### src/rtl/mux8_tdm_pkg.sv
// rtl/mux8_tdm_pkg.sv - shared types and sizes for the eight-lane TDM transmitter
package mux8_tdm_pkg;

  typedef enum logic {
    IDLE = 1'b0,
    SEND = 1'b1
  } state_e;

  localparam int NUM_LANES = 8;
  localparam int SEL_W     = 3;
  localparam int HOLD_MAX  = 16;
  localparam int HOLD_W    = $clog2(HOLD_MAX);

endpackage

### src/rtl/tdm_slot_counter.sv
// rtl/tdm_slot_counter.sv - per-slot hold counter and lane select counter
module tdm_slot_counter
  import mux8_tdm_pkg::*;
#(
  parameter int HOLD = 1
) (
  input  logic             clk,
  input  logic             rst,
  input  logic             en,
  input  logic             clr,
  output logic [SEL_W-1:0] sel,
  output logic             slot_end,
  output logic             last_slot
);

  localparam logic [HOLD_W-1:0] HOLD_LAST = HOLD_W'(HOLD - 1);

  logic [HOLD_W-1:0] hold_q, hold_d;
  logic [SEL_W-1:0]  sel_q, sel_d;

  assign slot_end  = en && (hold_q == HOLD_LAST);
  assign last_slot = slot_end && (sel_q == SEL_W'(NUM_LANES - 1));
  assign sel       = sel_q;

  // sel wraps 7->0 naturally on the final slot end, which is the frame boundary
  always_comb begin
    hold_d = hold_q;
    sel_d  = sel_q;
    if (clr) begin
      hold_d = '0;
      sel_d  = '0;
    end else if (slot_end) begin
      hold_d = '0;
      sel_d  = sel_q + SEL_W'(1);
    end else if (en) begin
      hold_d = hold_q + HOLD_W'(1);
    end
  end

  always_ff @(negedge clk) begin
    if (rst) begin
      hold_q <= '0;
      sel_q  <= '0;
    end else begin
      hold_q <= hold_d;
      sel_q  <= sel_d;
    end
  end

endmodule

### src/rtl/mux8_tdm.sv
// rtl/mux8_tdm.sv - eight-lane time-division multiplexer with snapshot framing
module mux8_tdm
  import mux8_tdm_pkg::*;
#(
  parameter int HOLD = 1
) (
  input  logic             clk,
  input  logic             rst,
  input  logic             start,
  input  logic             loop,
  input  logic             a,
  input  logic             b,
  input  logic             c,
  input  logic             d,
  input  logic             e,
  input  logic             f,
  input  logic             g,
  input  logic             h,
  output logic             out,
  output logic [SEL_W-1:0] sel,
  output logic             valid,
  output logic             busy,
  output logic             done
);

  state_e                 state_q, state_d;
  logic [NUM_LANES-1:0]   snap_q, snap_d;
  logic                   done_q, done_d;
  logic [NUM_LANES-1:0]   lanes;
  logic                   slot_end;
  logic                   last_slot;

  assign lanes = {h, g, f, e, d, c, b, a};

  tdm_slot_counter #(.HOLD(HOLD)) u_cnt (
    .clk       (clk),
    .rst       (rst),
    .en        (state_q == SEND),
    .clr       (state_q == IDLE),
    .sel       (sel),
    .slot_end  (slot_end),
    .last_slot (last_slot)
  );

  always_comb begin
    state_d = state_q;
    snap_d  = snap_q;
    done_d  = 1'b0;
    case (state_q)
      IDLE: begin
        if (start) begin
          snap_d  = lanes;
          state_d = SEND;
        end
      end
      SEND: begin
        // start is deliberately ignored here; only frame completion leaves SEND
        if (slot_end && last_slot) begin
          done_d = 1'b1;
          if (loop) snap_d = lanes;
          else      state_d = IDLE;
        end
      end
      default: state_d = IDLE;
    endcase
  end

  always_ff @(negedge clk) begin
    if (rst) begin
      state_q <= IDLE;
      snap_q  <= '0;
      done_q  <= 1'b0;
    end else begin
      state_q <= state_d;
      snap_q  <= snap_d;
      done_q  <= done_d;
    end
  end

  assign valid = (state_q == SEND);
  assign busy  = (state_q == SEND);
  assign out   = (state_q == SEND) ? snap_q[sel] : 1'b0;
  assign done  = done_q;

endmodule

### config.mk
export PLATFORM = sky130hd
export DESIGN_NAME = mux8_tdm
export DESIGN_NICKNAME = d
export VERILOG_FILES = /design/src/rtl/mux8_tdm_pkg.sv /design/src/rtl/tdm_slot_counter.sv /design/src/rtl/mux8_tdm.sv
export SDC_FILE = /design/constraint.sdc
export NUM_CORES = 1
export LEC_CHECK = 0
export ABC_AREA = 1
export BUFFER_PORTS_ARGS = -buffer_cell sky130_fd_sc_hd__buf_4
export CELL_PAD_IN_SITES_DETAIL_PLACEMENT = 1
export CELL_PAD_IN_SITES_GLOBAL_PLACEMENT = 2
export CORE_MARGIN = 5
export CORE_UTILIZATION = 28
export DETAILED_ROUTE_END_ITERATION = 16
export PLACE_DENSITY_LB_ADDON = 0.1
export SETUP_SLACK_MARGIN = 0.05
export SYNTH_ARGS = -nofsm -noshare
export SYNTH_HDL_FRONTEND = slang
export SYNTH_SLANG_ARGS = --single-unit
### constraint.sdc
create_clock -name clk -period 1.5 [get_ports clk]
set_input_delay 0.3 -clock clk [delete_from_list [all_inputs] [get_ports clk]]
set_output_delay 0.3 -clock clk [all_outputs]
set_load 0.01 [all_outputs]
-- Word-level counts from Yosys, hierarchy flattened
Cells that the tools add are included.
- flip-flop bits (word level): 17
- latch bits: 0
- memory bits (writable): 0
- memory bits (read-only): 0
- input bits: 12
- output and inout bits: 7
- logic and storage cells: 32
- memories kept: 0
- add/subtract/negate cells: 2
- multipliers: 0
- divide/modulo/power cells: 0
- order comparisons: 1
- eq/ne operators: 4
- shift operators: 0
- muxes and demuxes: 12
- bitwise gates (word level): 1
- reduce and logical (&&, ||, !) cells: 7
- operators by type and width (operator ; number):
    8-bit two-way mux ; 3
    8-bit case mux with 2 select lines ; 1
    1-bit two-way mux ; 6
    4-bit by 1-bit adder with 4-bit output, second input constant ; 1
    4-bit zero test ; 1
    3-bit by 4-bit < comparator with 1-bit output, second input constant ; 1
    2-bit inequality test, second input constant ; 2
    3-bit by 1-bit adder with 3-bit output, second input constant ; 1
    1-bit binary-select mux with 3-bit select ; 1
    3-bit equality test, second input constant ; 1
    1-bit logical AND ; 3
    3-bit AND reduction ; 1
    3-bit OR reduction ; 1
    2-bit by 1-bit inequality test with 1-bit output, second input constant ; 1
    1-bit case mux with 2 select lines ; 1
    2-bit OR reduction ; 1
    1-bit NOT ; 1

-- Logic depth before layout (Yosys ltp)
- depth in word-level cells: 6
- depth in mapped cells: 9
- depth with buffers taken out: 9

-- Cells and area by module
Synthesis repeated with hierarchy kept, for this count alone.
- cell total of the unflattened synthesis: 132
- area total of the unflattened synthesis: 945.9 sq um
- by module, submodules not included (module ; times used ; cells each ; area each (sq um) ; sequential area each (sq um)):
    mux8_tdm ; 1 ; 81 ; 543.0 ; 200.2
    tdm_slot_counter ; 1 ; 51 ; 402.9 ; 140.1

==> out/results.ini <==
[sta]
report.final.hold_viol_count=0
finalClockSkew_ns=0.0167
setup-violations-final=13
rsz0062_at_grt=true
finalMaxSlewViolations=0
worst_pin_slew_ns=0.284
setup_ws_ns=-0.815
hold_slack_ns=0.502
relSlewSlack_pct=81.1

[min_path]
holdPathStages=2
hold_start=u_cnt.hold_q[3]
hold_path_end=u_cnt.hold_q[3]
hold_class=reg -> reg

[drt]
num_vias=913
totalWireLength_um=2340
postRouteAntennaNets=0
wire_per_inst_um=11.7
drtIter0Drc=17
via_per_inst=4.57
drc=0
drt_pass1_iterations=4

[placement]
port_buffers=18
dp.cells=177
place_hpwl_um=1640
place_area_sq_mm=0.00116
place_ws_ns=-0.444
place_congestion=0.719

[synth]
yosys-top-cells-area=dfxtp_1 40%, nand2_1 9.3%, a21oi_1 8.2%, inv_1 7.9%, nor2_1 7.1%
synth_top_area_share_pct=40.0
yosysMostFrequentCell=nand2_1
synth-edff-count=0
synthFlopType=dfxtp_1
syn-instance-count=117
synth-async-reset-ratio_pct=0
yosysWarnings=0
yosys.area.top_type=dfxtp_1
syn_area_sq_um=851
ys_ff_latch=17
syn-num-nets=133
yosysSeqAreaShare_pct=40.0
postSynthAreaPerCell_sq_um=7.27
synthDistinctLibCells=19
synth_common_cells=21 x nand2_1, 18 x inv_1, 17 x dfxtp_1, 16 x nor2_1, 14 x a21oi_1

[global_routing]
grtUsageMet1_pct=13.2
grt_pass1_wl_um=4180
grtUsageTotal_pct=13.0
grt_pass1_vias=976
grt_antenna_before_repair=0
grt_use_met3_pct=7.18
grtUsageMet2_pct=21.5
busiest_layer=met2
grt.overflow.total=0
grt_max_degree=17

[cts]
root_buffer=clkbuf_4
cts_buffers=3
cts_sinks=17
cts_max_path_buffers=2
worstSkewPairLatency_ns=0.37
clkSlewWorstSetupHoldPaths_ns=0.04
cts_tree=yes
cts_hold_buf=0
htreeDepth=1

[worst_setup_path]
cp_slowest_cell=dfxtp_4
required_ns=1.20
worstSetupEndpointType=output port
worstPathArrival_ns=2.01
crit_chain=o211ai_1 > nand2_1 > nor2_1 > nor2_2 > buf_4
rr_startpoint=u_cnt.sel[0]
crit_type=reg -> out
path_depth=5
ff2ff_setup_slack_ns=0.03
reg2reg_to=snap_q[5]
slowest_delay_ns=0.36
crit_family=flip-flops
critPathMaxFanout=9
rr_worst_depth=7
crit_buf_inv=1
worst_setup_path_start_kind=register

[flow_run]
max_cap_viol_count=0

[pwr]
vdd.ir_drop.worst_uv=400
pwr_density_cell_mw_per_mm2=857
leakagePower_nw=0.692

[die]
rows=20
dieWidth_um=65.1
ios=19
die_area_sq_mm=0.00424
die_y_um=65.1
initial_core_util_pct=28.6
coreArea_sq_mm=0.00298

[outcome]
status=complete, but fails checks
violations=setup timing

[layout]
diodes=0
drive_above_1_share_pct=38.9
fill_cells=388
instances_no_fill=200
utilization_pct=45.3
final_area_sq_mm=0.00135
layout.nets=184
syn_to_final_growth_pct=58.7

==> worst max-delay path by stage <==
| stage | startpoint | slack (ns) | endpoint |
|---|---|---|---|
| after detailed placement | u_cnt.sel[0] | -0.44 | out |
| after CTS | u_cnt.sel[0] | -0.83 | out |
| after global placement | u_cnt.sel[1] | -0.42 | out |
| final | u_cnt.sel[0] | -0.81 | out |
| after floorplan | u_cnt.sel[0] | -0.43 | out |
| after global routing | snap_q[1] | -0.91 | out |
==> per-stage QoR <==
| stage | power, W | setup TNS, ns |
|---|---|---|
| 6_report | 0.00116 | -3.85 |
| 5_1_grt | 0.00129 | -4.63 |
| 4_1_cts | 0.00119 | -3.87 |
| 3_5_place_dp | 0.000798 | -5.02 |
| 3_3_place_gp | 0.000791 | -4.63 |
| 2_1_floorplan | 0.000702 | -2.05 |
==> worst register-to-register path: cells and delay by family, from the launching register on <==
kind,cells,cell delay [ns]
flops,1,0.39
fa+ha+maj,2,0.35
buf+inv,2,0.32
simple gates,2,0.18
compound gates,1,0.11
==> cell families after synthesis <==
group	count (synthesis)	share of synthesized area [%]
simple gates	51	27.9
flops	17	40.0
buf+inv	23	11.9
fa+ha+maj	4	5.88
xor+xnor	1	1.03
compound gates	21	13.2
==> sequential cells by signal (all words and copies together) (netlist names) <==
| name | flops |
|---|---|
| busy | 1 |
| done | 1 |
| u_cnt.sel | 3 |
| snap_q | 8 |
| u_cnt.hold_q | 4 |
==> layout make-up <==
type                    instances  area (sq um)  share of cell area [%]
inverters                      18          67.6                    5.00
multi-input cells              77           465                    34.5
clock buffers                   3          22.5                    1.67
clock inverters                18          67.6                    5.00
well taps                      33          41.3                    3.06
repair buffers                 34           330                    24.5
flip-flops and latches         17           355                    26.3
==> what timing repair did <==
action / in CTS / in global routing
pin swaps: 5 / 2
setup buffers: 1 / 1
cloned: 1 / 0
gates resized for setup: 10 / 11
endpoints found under the setup margin: 15 / 21
==> metal layers <==
metal	part of all wire (%)	wire length (um)
met5	0	0
met1	41	965
met4	1.0	24
met3	6.8	158
met2	51	1190
==> power by group <==
group          leakage (nW)  total (W)  switching, W  internal (W)
sequential            0.143   0.000499     0.0000187      0.000480
clock                 0.110   0.000427      0.000272      0.000155
combinational         0.440   0.000231      0.000111      0.000119
total                 0.692    0.00116      0.000402      0.000755
==> cell usage in the layout (no fill, tap or decap), types with 2 or more instances in the layout <==
master	synthesis	routed
a21oi_1	14	5
a21oi_2	0	9
buf_12	0	2
buf_4	2	23
buf_6	1	8
clkbuf_4	0	3
dfxtp_1	17	11
dfxtp_2	0	3
dfxtp_4	0	3
ha_1	4	3
inv_1	18	33
inv_2	1	3
nand2_1	21	19
nand2_2	0	2
nand3_1	8	8
nand3_2	2	2
nor2_1	16	14
nor2_2	1	3
o211ai_1	3	3
o21ai_0	4	3
No activity file was read; power rests on OpenSTA's default activity.
